### config.mk
export PLATFORM = sky130hd
export DESIGN_NAME = ingress_framer
export DESIGN_NICKNAME = d
export VERILOG_FILES = /design/src/rtl/ingress_framer_pkg.sv /design/src/rtl/framer_payload_fifo.sv /design/src/rtl/ingress_framer.sv
export SDC_FILE = /design/constraint.sdc
export NUM_CORES = 1
export LEC_CHECK = 0
export CAP_MARGIN = 10
export CORE_MARGIN = 2
export CORE_UTILIZATION = 30
export CTS_BUF_LIST = sky130_fd_sc_hd__clkbuf_16
export CTS_CLUSTER_DIAMETER = 60
export DETAILED_ROUTE_END_ITERATION = 10
export PLACE_DENSITY = 0.55
export REMOVE_ABC_BUFFERS = 1
export SLEW_MARGIN = 20
export SYNTH_ARGS = -nofsm -noshare
export SYNTH_HDL_FRONTEND = slang
export SYNTH_SLANG_ARGS = --single-unit
### constraint.sdc
create_clock -name clk -period 5.2 [get_ports clk]
set_clock_uncertainty 0.2 [all_clocks]
set_input_delay 0.78 -clock clk [delete_from_list [all_inputs] [get_ports clk]]
set_output_delay 0.78 -clock clk [all_outputs]
set_load 0.01 [all_outputs]
### src/rtl/ingress_framer_pkg.sv
// ingress_framer shared constants: FSM encoding and header field layout.
// Default port count / word width come from PORT_NUB_TOTAL / DATA_WIDTH.
`ifndef PORT_NUB_TOTAL
`define PORT_NUB_TOTAL 8
`endif
`ifndef DATA_WIDTH
`define DATA_WIDTH 16
`endif

package ingress_framer_pkg;

  typedef enum logic [1:0] {
    ST_IDLE,
    ST_COLLECT,
    ST_HEADER,
    ST_PAYLOAD
  } state_t;

  function automatic int hdr_len_w(int dw, int ports);
    return dw - 2 * $clog2(ports);
  endfunction

  function automatic int hdr_dest_lsb(int dw, int ports);
    return dw - $clog2(ports);
  endfunction

  function automatic int hdr_src_lsb(int dw, int ports);
    return hdr_len_w(dw, ports);
  endfunction

endpackage

### src/rtl/framer_payload_fifo.sv
// framer_payload_fifo: synchronous DEPTH x WIDTH FIFO with flush.
// Head word is presented combinationally on rdata.
module framer_payload_fifo #(
  parameter int WIDTH = 16,
  parameter int DEPTH = 16
) (
  input  logic                     clk,
  input  logic                     rst,
  input  logic                     push,
  input  logic [WIDTH-1:0]         wdata,
  input  logic                     pop,
  input  logic                     flush,
  output logic [WIDTH-1:0]         rdata,
  output logic [$clog2(DEPTH):0]   count,
  output logic                     full,
  output logic                     empty
);

  localparam int AW = $clog2(DEPTH);

  logic [WIDTH-1:0] mem [DEPTH];
  logic [AW-1:0]    wr_ptr;
  logic [AW-1:0]    rd_ptr;
  logic [AW:0]      cnt_q;
  logic             do_push;
  logic             do_pop;

  assign full    = cnt_q == (AW+1)'(DEPTH);
  assign empty   = cnt_q == '0;
  assign do_push = push && !full;
  assign do_pop  = pop && !empty;
  assign rdata   = mem[rd_ptr];
  assign count   = cnt_q;

  always_ff @(posedge clk) begin
    if (rst || flush) begin
      wr_ptr <= '0;
      rd_ptr <= '0;
      cnt_q  <= '0;
    end else begin
      if (do_push) wr_ptr <= wr_ptr + AW'(1);
      if (do_pop)  rd_ptr <= rd_ptr + AW'(1);
      cnt_q <= cnt_q + {{AW{1'b0}}, do_push}
                     - {{AW{1'b0}}, do_pop};
    end
  end

  always_ff @(posedge clk) begin
    if (do_push) mem[wr_ptr] <= wdata;
  end

endmodule

### src/rtl/ingress_framer.sv
// ingress_framer: buffers one burst, then emits header + payload words.
// Define INGRESS_FRAMER_CHK_EN to append an XOR trailer word.
module ingress_framer
  import ingress_framer_pkg::*;
#(
  parameter int PORT_NUB   = `PORT_NUB_TOTAL,
  parameter int DATA_WIDTH = `DATA_WIDTH,
  parameter int DEPTH      = 16,
  localparam int WIDTH_SEL = $clog2(PORT_NUB),
  localparam int LEN_W     = DATA_WIDTH - 2 * WIDTH_SEL
) (
  input  logic                  clk,
  input  logic                  rst,
  input  logic [WIDTH_SEL-1:0]  in_rx_port,
  input  logic [WIDTH_SEL-1:0]  in_tx_port,
  input  logic [DATA_WIDTH-1:0] in_data,
  input  logic                  in_vaild,
  input  logic                  in_done,
  output logic [DATA_WIDTH-1:0] out_data,
  output logic                  out_valid,
  input  logic                  out_ready,
  output logic                  out_sop,
  output logic                  out_eop,
  output logic [WIDTH_SEL-1:0]  out_dest,
  output logic                  busy,
  output logic [7:0]            drop_cnt
);

  localparam int CW       = $clog2(DEPTH) + 1;
  localparam int DEST_LSB = hdr_dest_lsb(DATA_WIDTH, PORT_NUB);
  localparam int SRC_LSB  = hdr_src_lsb(DATA_WIDTH, PORT_NUB);

  state_t                state_q, state_d;
  logic [WIDTH_SEL-1:0]  dest_q, dest_d;
  logic [WIDTH_SEL-1:0]  src_q, src_d;
  logic [LEN_W-1:0]      len_q, len_d;
  logic                  ovf_q, ovf_d;
  logic                  skip_q, skip_d;
  logic [7:0]            drop_q, drop_d;
  logic [DATA_WIDTH-1:0] data_q, data_d;
  logic                  valid_q, valid_d;
  logic                  sop_q, sop_d;
  logic                  eop_q, eop_d;
  logic [WIDTH_SEL-1:0]  odest_q, odest_d;
  logic                  busy_q, busy_d;
`ifdef INGRESS_FRAMER_CHK_EN
  logic [DATA_WIDTH-1:0] chk_q, chk_d;
`endif

  logic                  push, pop, flush;
  logic [DATA_WIDTH-1:0] rd_data;
  logic [CW-1:0]         fifo_cnt;
  logic                  fifo_full, fifo_empty;
  logic                  xfer, drain, skip_hit, drop_inc, last;
  logic [DATA_WIDTH-1:0] hdr;

  framer_payload_fifo #(
    .WIDTH (DATA_WIDTH),
    .DEPTH (DEPTH)
  ) u_fifo (
    .clk   (clk),
    .rst   (rst),
    .push  (push),
    .wdata (in_data),
    .pop   (pop),
    .flush (flush),
    .rdata (rd_data),
    .count (fifo_cnt),
    .full  (fifo_full),
    .empty (fifo_empty)
  );

`ifdef INGRESS_FRAMER_CHK_EN
  assign last = 1'b0;
`else
  assign last = fifo_cnt == CW'(1);
`endif

  always_comb begin
    state_d  = state_q;
    dest_d   = dest_q;
    src_d    = src_q;
    len_d    = len_q;
    ovf_d    = ovf_q;
    drop_d   = drop_q;
    data_d   = data_q;
    valid_d  = valid_q;
    sop_d    = sop_q;
    eop_d    = eop_q;
    odest_d  = odest_q;
`ifdef INGRESS_FRAMER_CHK_EN
    chk_d    = chk_q;
`endif
    push     = 1'b0;
    pop      = 1'b0;
    flush    = 1'b0;
    drop_inc = 1'b0;
    hdr      = '0;
    xfer     = valid_q && out_ready;

    // A burst starting mid-drain is dropped whole; its done counts it.
    drain    = state_q == ST_HEADER || state_q == ST_PAYLOAD;
    skip_hit = skip_q || (drain && in_vaild);
    skip_d   = skip_hit;
    if (in_done && skip_hit) begin
      skip_d   = 1'b0;
      drop_inc = 1'b1;
    end

    unique case (state_q)
      ST_IDLE: begin
        if (in_vaild && !skip_q) begin
          dest_d  = in_rx_port;
          src_d   = in_tx_port;
          push    = 1'b1;
          len_d   = LEN_W'(1);
          ovf_d   = 1'b0;
          state_d = in_done ? ST_HEADER : ST_COLLECT;
        end
      end
      ST_COLLECT: begin
        if (in_vaild) begin
          if (fifo_full || ovf_q) begin
            ovf_d = 1'b1;
          end else begin
            push  = 1'b1;
            len_d = len_q + LEN_W'(1);
          end
        end
        if (in_done) begin
          if (ovf_d) begin
            flush    = 1'b1;
            drop_inc = 1'b1;
            ovf_d    = 1'b0;
            len_d    = '0;
            state_d  = ST_IDLE;
          end else begin
            state_d  = ST_HEADER;
          end
        end
      end
      ST_HEADER: begin
        if (xfer) begin
          pop     = 1'b1;
          data_d  = rd_data;
          sop_d   = 1'b0;
          eop_d   = last;
`ifdef INGRESS_FRAMER_CHK_EN
          chk_d   = rd_data;
`endif
          state_d = ST_PAYLOAD;
        end
      end
      ST_PAYLOAD: begin
        if (xfer) begin
          if (eop_q) begin
            valid_d = 1'b0;
            eop_d   = 1'b0;
            data_d  = '0;
            state_d = ST_IDLE;
          end else if (!fifo_empty) begin
            pop     = 1'b1;
            data_d  = rd_data;
            eop_d   = last;
`ifdef INGRESS_FRAMER_CHK_EN
            chk_d   = chk_q ^ rd_data;
          end else begin
            data_d  = chk_q;
            eop_d   = 1'b1;
`endif
          end
        end
      end
    endcase

    // Header is loaded on the same edge that closes the burst.
    if (state_q != ST_HEADER && state_d == ST_HEADER) begin
      hdr[DEST_LSB +: WIDTH_SEL] = dest_d;
      hdr[SRC_LSB +: WIDTH_SEL]  = src_d;
      hdr[LEN_W-1:0]             = len_d;
      data_d  = hdr;
      valid_d = 1'b1;
      sop_d   = 1'b1;
      eop_d   = 1'b0;
      odest_d = dest_d;
    end

    if (drop_inc && drop_q != 8'hFF) drop_d = drop_q + 8'd1;
    busy_d = state_d != ST_IDLE;
  end

  always_ff @(posedge clk) begin
    if (rst) begin
      state_q <= ST_IDLE;
      dest_q  <= '0;
      src_q   <= '0;
      len_q   <= '0;
      ovf_q   <= 1'b0;
      skip_q  <= 1'b0;
      drop_q  <= '0;
      data_q  <= '0;
      valid_q <= 1'b0;
      sop_q   <= 1'b0;
      eop_q   <= 1'b0;
      odest_q <= '0;
      busy_q  <= 1'b0;
`ifdef INGRESS_FRAMER_CHK_EN
      chk_q   <= '0;
`endif
    end else begin
      state_q <= state_d;
      dest_q  <= dest_d;
      src_q   <= src_d;
      len_q   <= len_d;
      ovf_q   <= ovf_d;
      skip_q  <= skip_d;
      drop_q  <= drop_d;
      data_q  <= data_d;
      valid_q <= valid_d;
      sop_q   <= sop_d;
      eop_q   <= eop_d;
      odest_q <= odest_d;
      busy_q  <= busy_d;
`ifdef INGRESS_FRAMER_CHK_EN
      chk_q   <= chk_d;
`endif
    end
  end

  assign out_data  = data_q;
  assign out_valid = valid_q;
  assign out_sop   = sop_q;
  assign out_eop   = eop_q;
  assign out_dest  = odest_q;
  assign busy      = busy_q;
  assign drop_cnt  = drop_q;

endmodule

# Word level (Yosys, flattened, before mapping)
# Memories as Yosys holds them, arrays and structs flattened. A register that Yosys moved wholly into a read port is not among the register bits.
# Cells that the tools add are included.
dict set report op_classes {
  add_sub_neg 6
  n_eq_ne 14
  n_mux 62
  n_reduce_logical 32
}
# cell count
set op_table {}
lappend op_table {{$mux 16} 5}
lappend op_table {{$mux 10} 5}
lappend op_table {{$mux 1} 32}
lappend op_table {{$pmux 16 s2} 1}
lappend op_table {{$pmux 10 s2} 1}
lappend op_table {{$mux 2} 7}
lappend op_table {{$reduce_bool 2->1} 7}
lappend op_table {{$mux 3} 4}
lappend op_table {{$add 10x1->10 const B} 1}
lappend op_table {{$add 4x1->4 const B} 2}
lappend op_table {{$add 8x1->8 const B} 1}
lappend op_table {{$logic_and 1x1->1} 8}
lappend op_table {{$mux 4} 2}
lappend op_table {{$ne 2x2->1 const B} 4}
lappend op_table {{$ne 8x8->1 const B} 1}
lappend op_table {{$pmux 1 s2} 4}
lappend op_table {{$pmux 2 s4} 1}
lappend op_table {{$eq 2x2->1 const B} 3}
lappend op_table {{$ne 3x2->1 const B} 2}
lappend op_table {{$reduce_and 3->1} 2}
lappend op_table {{$add 5x1->5} 1}
lappend op_table {{$eq 5x1->1 const B} 1}
lappend op_table {{$eq 5x5->1 const B} 1}
lappend op_table {{$logic_not 5->1} 1}
lappend op_table {{other kinds (10)} 17}
dict set report totals {
  ff_bits 64
  ramBits 256
  inputBits 27
  output_inout_bits 31
  mem_count 1
}
# name words width rd rd_clocked_by_memory_dff write_ports line
set mem_list {}
lappend mem_list {u_fifo.mem 16 16 1 1 1 framer_payload_fifo.sv:21} ;# logic [WIDTH-1:0] mem [DEPTH];

# Depth between registers and ports, before layout
# Gate-level depths: netlist of the first run.
dict set report logic_depth {
  depth_word 12
  ltp_mapped 15
}

# By module
# A second synthesis of the first run with hierarchy kept.
dict set report hier_totals {
  hier_cells 811
  hier_area_um2 13101.3
}
# module instances cells_per_inst area_per_inst_um2 seq_area_each_um2
set by_module_without_submodules {}
lappend by_module_without_submodules {framer_payload_fifo 1 505 10562.6 8027.7}
lappend by_module_without_submodules {ingress_framer 1 306 2538.7 1021.0}

# Worst setup path after synthesis of the first run
# No wires, ideal clock.
dict set report synth_timing {
  path_type {input-to-reg}
  start {input port in_vaild}
  end {memory u_fifo.mem[2][0] (enable)}
  setup_ps 430
  arrival_ps 3051
  path_slack_ps 1519
  path_stages 4
  path_buffers 1
  path_cell_list {clkbuf_1 -> nor4bb_1 -> o21ai_1 -> nor4_1}
}
dict set report synth_between {
  elab_chain_len 6
  elab_cells_between_ends 7
}
# element line
set synth_rtl {}
lappend synth_rtl {{start: declaration} ingress_framer.sv:17} ;# input logic in_vaild,
lappend synth_rtl {{$logic_and 1x1->1} ingress_framer.sv:112} ;# if (in_vaild && !skip_q) begin
lappend synth_rtl {{$mux 1} ingress_framer.sv:112}
lappend synth_rtl {{$pmux 1 s2 (*)} ingress_framer.sv:110} ;# unique case (state_q)
lappend synth_rtl {{$logic_and 1x1->1 (*)} framer_payload_fifo.sv:30} ;# assign do_push = push && !full;
lappend synth_rtl {{$mux 1 (*)} framer_payload_fifo.sv:49} ;# if (do_push) mem[wr_ptr] <= wdata;
lappend synth_rtl {{$mux 1 (not written as such) (*)} framer_payload_fifo.sv:49}
lappend synth_rtl {{end: declaration} framer_payload_fifo.sv:21}
# Mark *: on every way between the ends. The rest lies on a longest branch, timed or not.

# Worst setup path after layout of the first run
dict set report layout_timing {
  start {input port in_vaild}
  end {register u_fifo.cnt_q[4], in the netlist u_fifo.count[4]}
}
dict set report layout_between {
  elab_chain_len 6
  elab_cells_between_ends 13
}
# element line
set layout_rtl {}
lappend layout_rtl {{$logic_and 1x1->1} ingress_framer.sv:112}
lappend layout_rtl {{$mux 1} ingress_framer.sv:112}
lappend layout_rtl {{$pmux 1 s2 (*)} ingress_framer.sv:110}
lappend layout_rtl {{$logic_and 1x1->1 (*)} framer_payload_fifo.sv:30}
lappend layout_rtl {{net u_fifo.do_push} framer_payload_fifo.sv:25} ;# logic do_push;
lappend layout_rtl {{$add 5x1->5 (*)} framer_payload_fifo.sv:43} ;# cnt_q <= cnt_q + {{AW{1'b0}}, do_push}
lappend layout_rtl {{$sub 5x1->5 (*)} framer_payload_fifo.sv:44} ;# - {{AW{1'b0}}, do_pop};
lappend layout_rtl {{end signal: assignment} framer_payload_fifo.sv:43}
lappend layout_rtl {{end: declaration} framer_payload_fifo.sv:24} ;# logic [AW:0] cnt_q;
# The timed path passes the listed nets; every way through them passes the cells marked *. The select of a mux whose other input is x is not followed.
# A chain may end at the register's enable or synchronous reset.

==> qor.txt, run 1 <==
1st-pass router iterations: 5
Post-DP HPWL: 18.04 mm
Cell variety after synth: 55
H-tree level count: 2
Post-CTS Setup Bufs: 0
Clock latency on the worst-skew pair: 0.53 ns
Relative max-transition margin: 31.09%
Core region area: 42980 um^2
DR vias: 7128
Num ports: 58
All-layer global routing usage: 12.90%
Setup TNS after final layout: 0 ns
Post-synth EDFFs: 256
Max stage delay cell, worst path: o21ai_1
TritonCTS clock tree: done
TritonCTS Buffers: 36
Die ar.: 45130 um^2
Max Cap Viol: 0
Site row count: 76
Die W: 212.4 um
Synth Register Bits: 324
Final setup fails: 0
Final net count: 895
Placer Congestion: 0.7887
LEAKAGE: 4.875 nW
Slew Limit Fails: 0
Top FF cell, synth: edfxtp_1
Post-cts sizing count: 0
Final ANT Viol Nets: 0
Worst min-delay path category: reg -> reg
Drt wl/cell: 19.71 um
Layout area overhead: 19.36%
Worst-path cell chain: clkdlybuf4s50_1 -> nor4b_2 -> o21ai_1 -> inv_2 -> ha_1 -> inv_1 -> fa_1 -> inv_1 -> a21oi_1 -> nor2_1 -> or3_1 -> a21oi_1
Drt drc: 0
Fillers: 4054
PD cells: 381.8 nW/um^2
Final hold violation count: 0
Syn. warnings: 0
Vias in the first global route: 7013
PortBufs: 57
VDD IR-drop max: 0.2046 mV
Fmax: 0.2934 GHz
Mapped Area: 13040 um^2
Worst EP arrival: 3.65 ns
Synth Instances: 775
Crit start category: input port
Syn Area/Cell: 16.82 um^2
Outcome: finished clean
CP required: 5.45 ns
Clk slew on worst S/H paths: 0.06 ns
Setup crit end kind: flip-flop
Largest net degree at the start of global routing: 58
DRT iter0 DRCs: 629
Crit-path max cell delay: 0.62 ns
CTS root buf: clkbuf_16
Worst Tran Pin Value: 1.034 ns
RSZ-0062 raised after global routing: no
Initial antenna violation count: 0
First-pass GRT wire length: 43.66 mm
ANT cells: 0
Critical path type: in -> reg
Post-synthesis sequential area ratio: 69.42%
Initial Util: 30.33%
Vias per cell: 4.879
Minimum clock period: 3.408 ns
GRT overflow: 0
Die Y-Extent: 212.4 um
Routed WL: 28.80 mm
Final Util: 36.20%
CTS Hold Bufs: 0
CTS sink cnt: 324
Fin crit share: 65.54%
Post-synthesis async set-or-reset flop share: 0%
CP max FO: 11
CTS Buffer Depth: 3
Fraction of layout cells with a size suffix above 1: 19.52%
routing by layer:
layer	GRT usage, %	wire [um]
met5	0	0
met4	3.159	435
met3	2.319	1596
met2	19.47	12750
met1	19.23	14010
stage by stage:
stage / cells / hold slack, ns / setup WS (ns) / instance area [um^2] / total power [mW]
after floorplan: 733 / 0.2482 / 0.4826 / 12810 / 3.277
after global placement: 1400 / 0.2478 / 1.317 / 14380 / 3.493
after detailed placement: 1400 / 0.2541 / 1.299 / 14380 / 3.496
after CTS: 1460 / 0.2619 / 1.820 / 15550 / 6.004
after global routing: 1461 / 0.2883 / 1.553 / 15560 / 6.151
final: 1461 / 0.2568 / 1.792 / 15560 / 5.940
cells in the mapped netlist (all sizes together), types with 2 or more instances:
| cell type | count | area share, % |
|---|---|---|
| o21ai | 18 | 0.78 |
| nor3b | 5 | 0.29 |
| o21a | 2 | 0.12 |
| a221oi | 8 | 0.73 |
| or4 | 3 | 0.17 |
| o22ai | 3 | 0.14 |
| nor2 | 54 | 1.6 |
| a21oi | 31 | 1.2 |
| or3 | 2 | 0.096 |
| o32ai | 5 | 0.34 |
| inv | 19 | 0.55 |
| nand2b | 10 | 0.48 |
| ha | 13 | 1.2 |
| a2bb2oi | 2 | 0.13 |
| buf | 18 | 1.0 |
| a21o | 2 | 0.12 |
| a31oi | 5 | 0.24 |
| a211oi | 6 | 0.35 |
| edfxtp | 256 | 59 |
| o31ai | 3 | 0.17 |
| xnor2 | 4 | 0.27 |
| o21bai | 5 | 0.29 |
| xor2 | 5 | 0.34 |
| nand4 | 4 | 0.19 |
| dfxtp | 68 | 10 |
| mux2 | 8 | 0.69 |
| nand2 | 29 | 0.84 |
| nor4bb | 2 | 0.15 |
| and2 | 4 | 0.19 |
| and3 | 4 | 0.19 |
| clkbuf | 24 | 0.69 |
| o211ai | 5 | 0.29 |
| mux2i | 21 | 1.6 |
| nor2b | 7 | 0.34 |
| mux4 | 71 | 12 |
| nor4b | 4 | 0.27 |
| nand3 | 16 | 0.61 |
| nor3 | 13 | 0.50 |
| nor4 | 9 | 0.43 |
worst paths after layout:
kind                   startpoint               to  slack [ns]  cells past startpoint
setup / recovery         in_vaild  u_fifo.count[4]        1.79                     12
hold reg to reg       out_dest[0]      out_dest[0]        0.26                      2
hold / removal        out_dest[0]      out_dest[0]        0.26                      2
setup reg to reg  u_fifo.count[2]  u_fifo.count[4]        2.02                     14
worst max-delay path, delay by kind of cell:
family / cells / cell delay, ns
and+or+nand+nor: 3 / 0.66
AOI/OAI and AO/OA: 3 / 0.90
buffers and inverters: 4 / 0.89
adders and majority gates: 2 / 0.43
state kept, by name, summed over array words and instances, names as in the netlist, named ones only:
register       count
busy               1
dest_q             3
drop_cnt           8
len_q             10
out_data          16
out_dest           3
out_eop            1
out_sop            1
out_valid          1
ovf_q              1
skip_q             1
src_q              3
state_q            2
u_fifo.count       5
u_fifo.mem       256
u_fifo.rd_ptr      4
u_fifo.wr_ptr      4
cell families (layout without fill, tap and decap cells):
| logic type | count (synthesis) | count (layout) | synth area share (%) |
|---|---|---|---|
| XOR/XNOR | 9 | 9 | 0.6047 |
| buffers and inverters | 61 | 162 | 2.237 |
| AND/OR/NAND/NOR | 169 | 169 | 6.565 |
| AO/OA/AOI/OAI | 98 | 98 | 5.059 |
| adder cells (fa/ha/maj) | 14 | 14 | 1.401 |
| multiplexers | 100 | 100 | 14.71 |
| flip-flops | 324 | 324 | 69.42 |
power breakdown:
group          switching, mW  internal (mW)  leakage [nW]  total, mW
sequential            0.0479           2.88          2.86       2.93
combinational          0.293          0.217          1.41      0.510
clock                  0.985           1.51         0.603       2.50
total                   1.33           4.61          4.87       5.94
area by class of cell:
| type | instances | area (um^2) | share of cell area, % |
|---|---|---|---|
| Sequential cell | 324 | 9055 | 58.20 |
| Multi-Input combinational cell | 390 | 3765 | 24.20 |
| Clock buffer | 38 | 950.9 | 6.112 |
| Timing Repair Buffer | 83 | 773.2 | 4.970 |
| Tap cell | 585 | 732.0 | 4.704 |
| Clock inverter | 22 | 211.5 | 1.359 |
| Inverter | 19 | 71.32 | 0.4584 |
cells in the final DEF, fill, tap and decap left out, drive strengths merged, types with 4 or more instances in the layout:
cell type,n
and2,4
xor2,5
ha,13
bufinv,4
nand4,4
mux4,71
nor2b,7
nand2b,10
o32ai,5
o21bai,5
o21ai,18
xnor2,4
a31oi,5
inv,32
clkbuf,39
o211ai,5
a21oi,31
nor3,13
nor4,9
mux2i,21
nor4b,4
a221oi,8
edfxtp,256
a211oi,6
nor3b,5
nand2,29
nor2,54
dfxtp,68
clkinv,4
clkdlybuf4s50,56
and3,4
mux2,8
buf,26
nand3,16
No activity file was read; power rests on OpenSTA's default activity.
==> inputs of run 2 (changes only) <==
- clock period: 5.2 -> 3.3 ns (I/O delays scaled with it)
==> run 2 against run 1 <==
  * Design area is 1.5% higher
  * Highest routed layer unchanged
  * Power is 56% higher
  * Sequential power is 57% higher
  * Largest power group unchanged
  * Global-route usage is 0.48 points higher
  * First-iteration DRC count is 13% lower
  * Clock power is 52% higher
==> qor.txt, run 2 (same netlist as run 1, synthesis figures left out) <==
Worst min-delay path category: in -> reg
Layout area overhead: 21.14%
Final net count: 919
TritonCTS Buffers: 36
Relative max-transition margin: 50.48%
Finished Layout Cells: 1490
ANT cells: 0
Clock share of power: 41.0%
GRT overflow: 0
Worst Tran Pin Value: 0.7405 ns
Initial antenna violation count: 0
DR vias: 7122
Setup crit end kind: flip-flop
Crit start category: flip-flop
Final ANT Viol Nets: 0
Die Y-Extent: 212.4 um
CP required: 3.56 ns
CTS Buffer Depth: 3
Slew Limit Fails: 0
Clock latency on the worst-skew pair: 0.52 ns
Outcome: finished clean
1st-pass router iterations: 5
LEAKAGE: 5.016 nW
Die ar.: 45130 um^2
Max reg flops: 256
Largest net degree at the start of global routing: 60
Flop pwr share: 49.8%
Core region area: 42980 um^2
CTS root buf: clkbuf_16
Fmax: 0.3265 GHz
First-pass GRT wire length: 45.25 mm
Most frequent cells in the layout: edfxtp_1, mux4_2, dfxtp_1
All-layer global routing usage: 13.38%
DRT iter0 DRCs: 550
Drt wl/cell: 19.69 um
Critical path type: reg -> reg
PortBufs: 57
CTS Hold Bufs: 0
RSZ-0062 raised after global routing: no
Site row count: 76
Final setup fails: 0
Final hold violation count: 0
Worst EP arrival: 3.32 ns
PD cells: 586.7 nW/um^2
TritonCTS clock tree: done
CP max FO: 4
Fraction of layout cells with a size suffix above 1: 21.55%
H-tree level count: 2
Fillers: 4061
Biggest register: u_fifo.mem
Die W: 212.4 um
CTS sink cnt: 324
Logic pwr share: 9.2%
Placer Congestion: 0.8313
Max Cap Viol: 0
Vias per cell: 4.780
Post-DP HPWL: 19.28 mm
P_int: 7.144 mW
Vias in the first global route: 7232
Routed WL: 29.34 mm
Minimum clock period: 3.062 ns
Num ports: 58
Most common cell after layout, fill and taps aside: edfxtp_1
Initial Util: 30.33%
Fin crit share: 92.80%
Drt drc: 0
Switching Fraction: 22.89%
Clk slew on worst S/H paths: 0.06 ns
NetSw: 2.120 mW
Final Util: 36.74%
# placed instances: 1424
VDD IR-drop max: 0.3629 mV
run 2: changes by cell type in the layout (fill, tap and decap cells not counted), moves of 2 or more:
cell       delta
inv_1         +2
buf_4        +18
clkinv_2      +4
clkinv_1      +3
clkbuf_16     -2
buf_12        +7
run 2: per-layer routing:
| metal | wire, um | GRT usage, % |
|---|---|---|
| met2 | 13370 | 20.62 |
| met3 | 1281 | 2.157 |
| met1 | 14230 | 19.84 |
| met5 | 0 | 0 |
| met4 | 454 | 3.062 |
run 2: stage by stage:
stage	hold WS, ns	TNS, ns	total power, mW	worst slack, ns	area (um^2)
2_1_floorplan	0.2482	-188.29	5.163	-1.132	12810
3_3_place_gp	0.2466	0	5.526	0.1923	14650
3_5_place_dp	0.2470	0	5.538	0.2157	14650
4_1_cts	0.1609	0	9.366	0.2116	15780
5_1_grt	0.1879	0	9.662	0.01160	15790
6_report	0.1811	0	9.264	0.2375	15790
run 2: area by class of cell:
class	instances	area [um^2]	area share (%)
clock buffers	36	900.9	5.705
clock inverters	29	226.5	1.434
inverters	19	71.32	0.4517
multi-input cells	390	3764	23.84
flip-flops and latches	324	9055	57.35
well taps	585	732.0	4.636
repair buffers	107	1041	6.593
run 2: worst paths after layout:
path / start / end / slack (ns) / depth (start not counted)
worst max-delay path: u_fifo.count[2] / u_fifo.count[4] / 0.24 / 14
worst min-delay path: rst / len_q[1] / 0.18 / 2
worst max register to register: u_fifo.count[2] / u_fifo.count[4] / 0.24 / 14
worst min register to register: out_dest[0] / out_dest[0] / 0.26 / 2
run 2: repair_timing:
action | in CTS | in global routing
hold endpoints to repair | 0 | 0
gates resized for setup | 0 | 1
endpoints found under the setup margin | 0 | 1
setup buffers | 0 | 1
run 2: power by group through the flow:
stage	logic (mW)	registers, mW	clock network, mW
final	0.848	4.61	3.80
after global routing	0.947	4.63	4.09
after CTS	0.842	4.61	3.91
after detailed placement	0.838	4.70	0
after global placement	0.831	4.70	0
after floorplan	0.465	4.70	0
run 2: worst max-delay path: stages (launching register included):
cell and delay, ns:
dfxtp_1 0.32, inv_1 0.09, ha_2 0.20, or4b_4 0.48, and3_1 0.20, ha_1 0.27, inv_1 0.04, ha_1 0.20
inv_1 0.07, fa_1 0.19, inv_1 0.05, a21oi_1 0.14, nor2_1 0.07, or3_1 0.34, a21oi_1 0.14
==> inputs of run 3 (changes only) <==
==> constraint.sdc (replaced) <==
create_clock -name clk -period 3.3 [get_ports clk]
set_clock_uncertainty 0.2 [all_clocks]
set_input_delay 0.495 -clock clk [delete_from_list [all_inputs] [get_ports clk]]
set_output_delay 0.495 -clock clk [all_outputs]
set_load 0.1 [all_outputs]
==> run 3 against run 2 <==
  * Sequential power about the same
  * Register-to-register slack worse by 0.04 ns
  * Combinational power is 13% higher
  * Clock power increased by 6.8%
  * Global-route usage decreased by 0.19 points
  * Largest power group unchanged
  * Die area is the same
  * Cell count is 0.20% lower
  * Critical path depth unchanged
  * Utilization is essentially flat
==> qor.txt, run 3 (same netlist as run 1, synthesis figures left out) <==
Die W: 212.4 um
TritonCTS clock tree: done
Relative max-transition margin: 31.57%
Largest net degree at the start of global routing: 60
P_int: 7.314 mW
TritonCTS Buffers: 37
Minimum clock period: 3.101 ns
Slew Limit Fails: 0
CTS sink cnt: 324
Flop pwr share: 47.9%
Worst reg-to-reg setup slack: 0.20 ns
Hold Path Depth: 2
Setup TNS after final layout: 0 ns
First-pass GRT wire length: 44.53 mm
Final hold violation count: 0
Outcome: finished clean
Clock latency on the worst-skew pair: 0.54 ns
Crit start category: flip-flop
Fillers: 4078
Worst min-delay path category: in -> reg
H-tree level count: 2
Vias in the first global route: 7131
Drt drc: 0
Die Y-Extent: 212.4 um
All-layer global routing usage: 13.19%
Clock share of power: 42.2%
Layout area overhead: 21.03%
ANT cells: 0
Vias per cell: 4.757
GRT overflow: 0
CP max FO: 4
CTS Buffer Depth: 3
Max Cap Viol: 0
DRT iter0 DRCs: 509
Final ANT Viol Nets: 0
Post-DP HPWL: 19.12 mm
Drt wl/cell: 19.55 um
RSZ-0062 raised after global routing: no
Placer Congestion: 0.8259
PD cells: 610.6 nW/um^2
VDD IR-drop max: 0.2953 mV
Core region area: 42980 um^2
Num ports: 58
Initial antenna violation count: 0
LEAKAGE: 5.085 nW
Final setup fails: 0
Routed WL: 29.08 mm
Site row count: 76
Most common cell after layout, fill and taps aside: edfxtp_1
Worst EP arrival: 3.36 ns
CP required: 3.56 ns
1st-pass router iterations: 4
Critical path type: reg -> reg
Most frequent cells in the layout: edfxtp_1, buf_4, mux4_2
Fraction of layout cells with a size suffix above 1: 25.06%
Switching Fraction: 24.08%
Post-CTS Setup Bufs: 0
Setup crit end kind: flip-flop
CTS root buf: clkbuf_16
Biggest register: u_fifo.mem
Initial Util: 30.33%
Max reg flops: 256
Die ar.: 45130 um^2
Final net count: 916
R2R cell count: 14
Logic pwr share: 10.0%
PortBufs: 57
Clk slew on worst S/H paths: 0.06 ns
Total power: 9.634 mW
DR vias: 7073
Fmax: 0.3225 GHz
Worst Tran Pin Value: 1.018 ns
Fin crit share: 93.97%
NetSw: 2.320 mW
-- run 3: cell types whose count changed in the layout (fill, tap and decap cells not counted), moves of 2 or more --
| cell | change |
|---|---|
| clkdlybuf4s50_1 | -31 |
| buf_4 | +26 |
| clkbuf_16 | +2 |
| clkinv_1 | -2 |
| clkinv_4 | +2 |
| inv_1 | -2 |
-- run 3: critical path: stages (launching register included) --
cell	delay (ns)
dfxtp_1	0.32
inv_1	0.09
ha_2	0.20
or4b_4	0.50
and3_1	0.22
ha_1	0.28
inv_1	0.04
ha_1	0.20
inv_1	0.07
fa_1	0.20
inv_1	0.05
a21oi_1	0.14
nor2_1	0.06
or3_1	0.34
a21oi_1	0.13
-- run 3: worst paths after layout --
| path | startpoint | to |
|---|---|---|
| worst max-delay path | u_fifo.count[2] | u_fifo.count[4] |
| worst min-delay path | rst | src_q[2] |
| worst max register to register | u_fifo.count[2] | u_fifo.count[4] |
| worst min register to register | out_dest[1] | out_dest[1] |
-- run 3: area by class of cell --
class | instances | area, um^2 | area share, %
Sequential cell | 324 | 9055 | 57.40
Multi-Input combinational cell | 390 | 3759 | 23.82
Clock buffer | 38 | 950.9 | 6.027
Timing Repair Buffer | 103 | 945.9 | 5.996
Tap cell | 585 | 732.0 | 4.640
Clock inverter | 28 | 262.8 | 1.665
Inverter | 19 | 71.32 | 0.4521
-- run 3: power by group through the flow --
stage | registers [mW] | logic, mW | clock network (mW)
finish | 4.61 | 0.960 | 4.06
global route | 4.62 | 1.05 | 4.32
CTS | 4.61 | 0.969 | 4.16
detailed placement | 4.70 | 0.965 | 0
global placement | 4.70 | 0.959 | 0
floorplan | 4.83 | 0.465 | 0
-- run 3: repair_timing --
action,CTS,global route
hold buffers,0,0
setup endpoints to repair,0,1
gates resized for setup,0,1
-- run 3: layer usage --
metal | wire (um) | vias up | global-route usage (%)
li1 | - | 3267 | -
met1 | 14190 | 3622 | 18.87
met2 | 13170 | 141 | 20.76
met3 | 1281 | 43 | 2.555
met4 | 432 | 0 | 3.062
met5 | 0 | - | 0
-- run 3: through the flow --
stage / std cells / area, um^2 / hold slack (ns) / utilization [%] / worst slack [ns]
6_report: 1487 / 15780 / 0.2319 / 36.71 / 0.1990
5_1_grt: 1487 / 15780 / 0.2413 / 36.71 / 0.006306
4_1_cts: 1487 / 15770 / 0.2202 / 36.70 / 0.1771
3_5_place_dp: 1421 / 14560 / 0.2517 / 33.88 / 0.1873
3_3_place_gp: 1421 / 14560 / 0.2498 / 33.88 / 0.1961
2_1_floorplan: 733 / 12810 / 0.2482 / - / -1.132
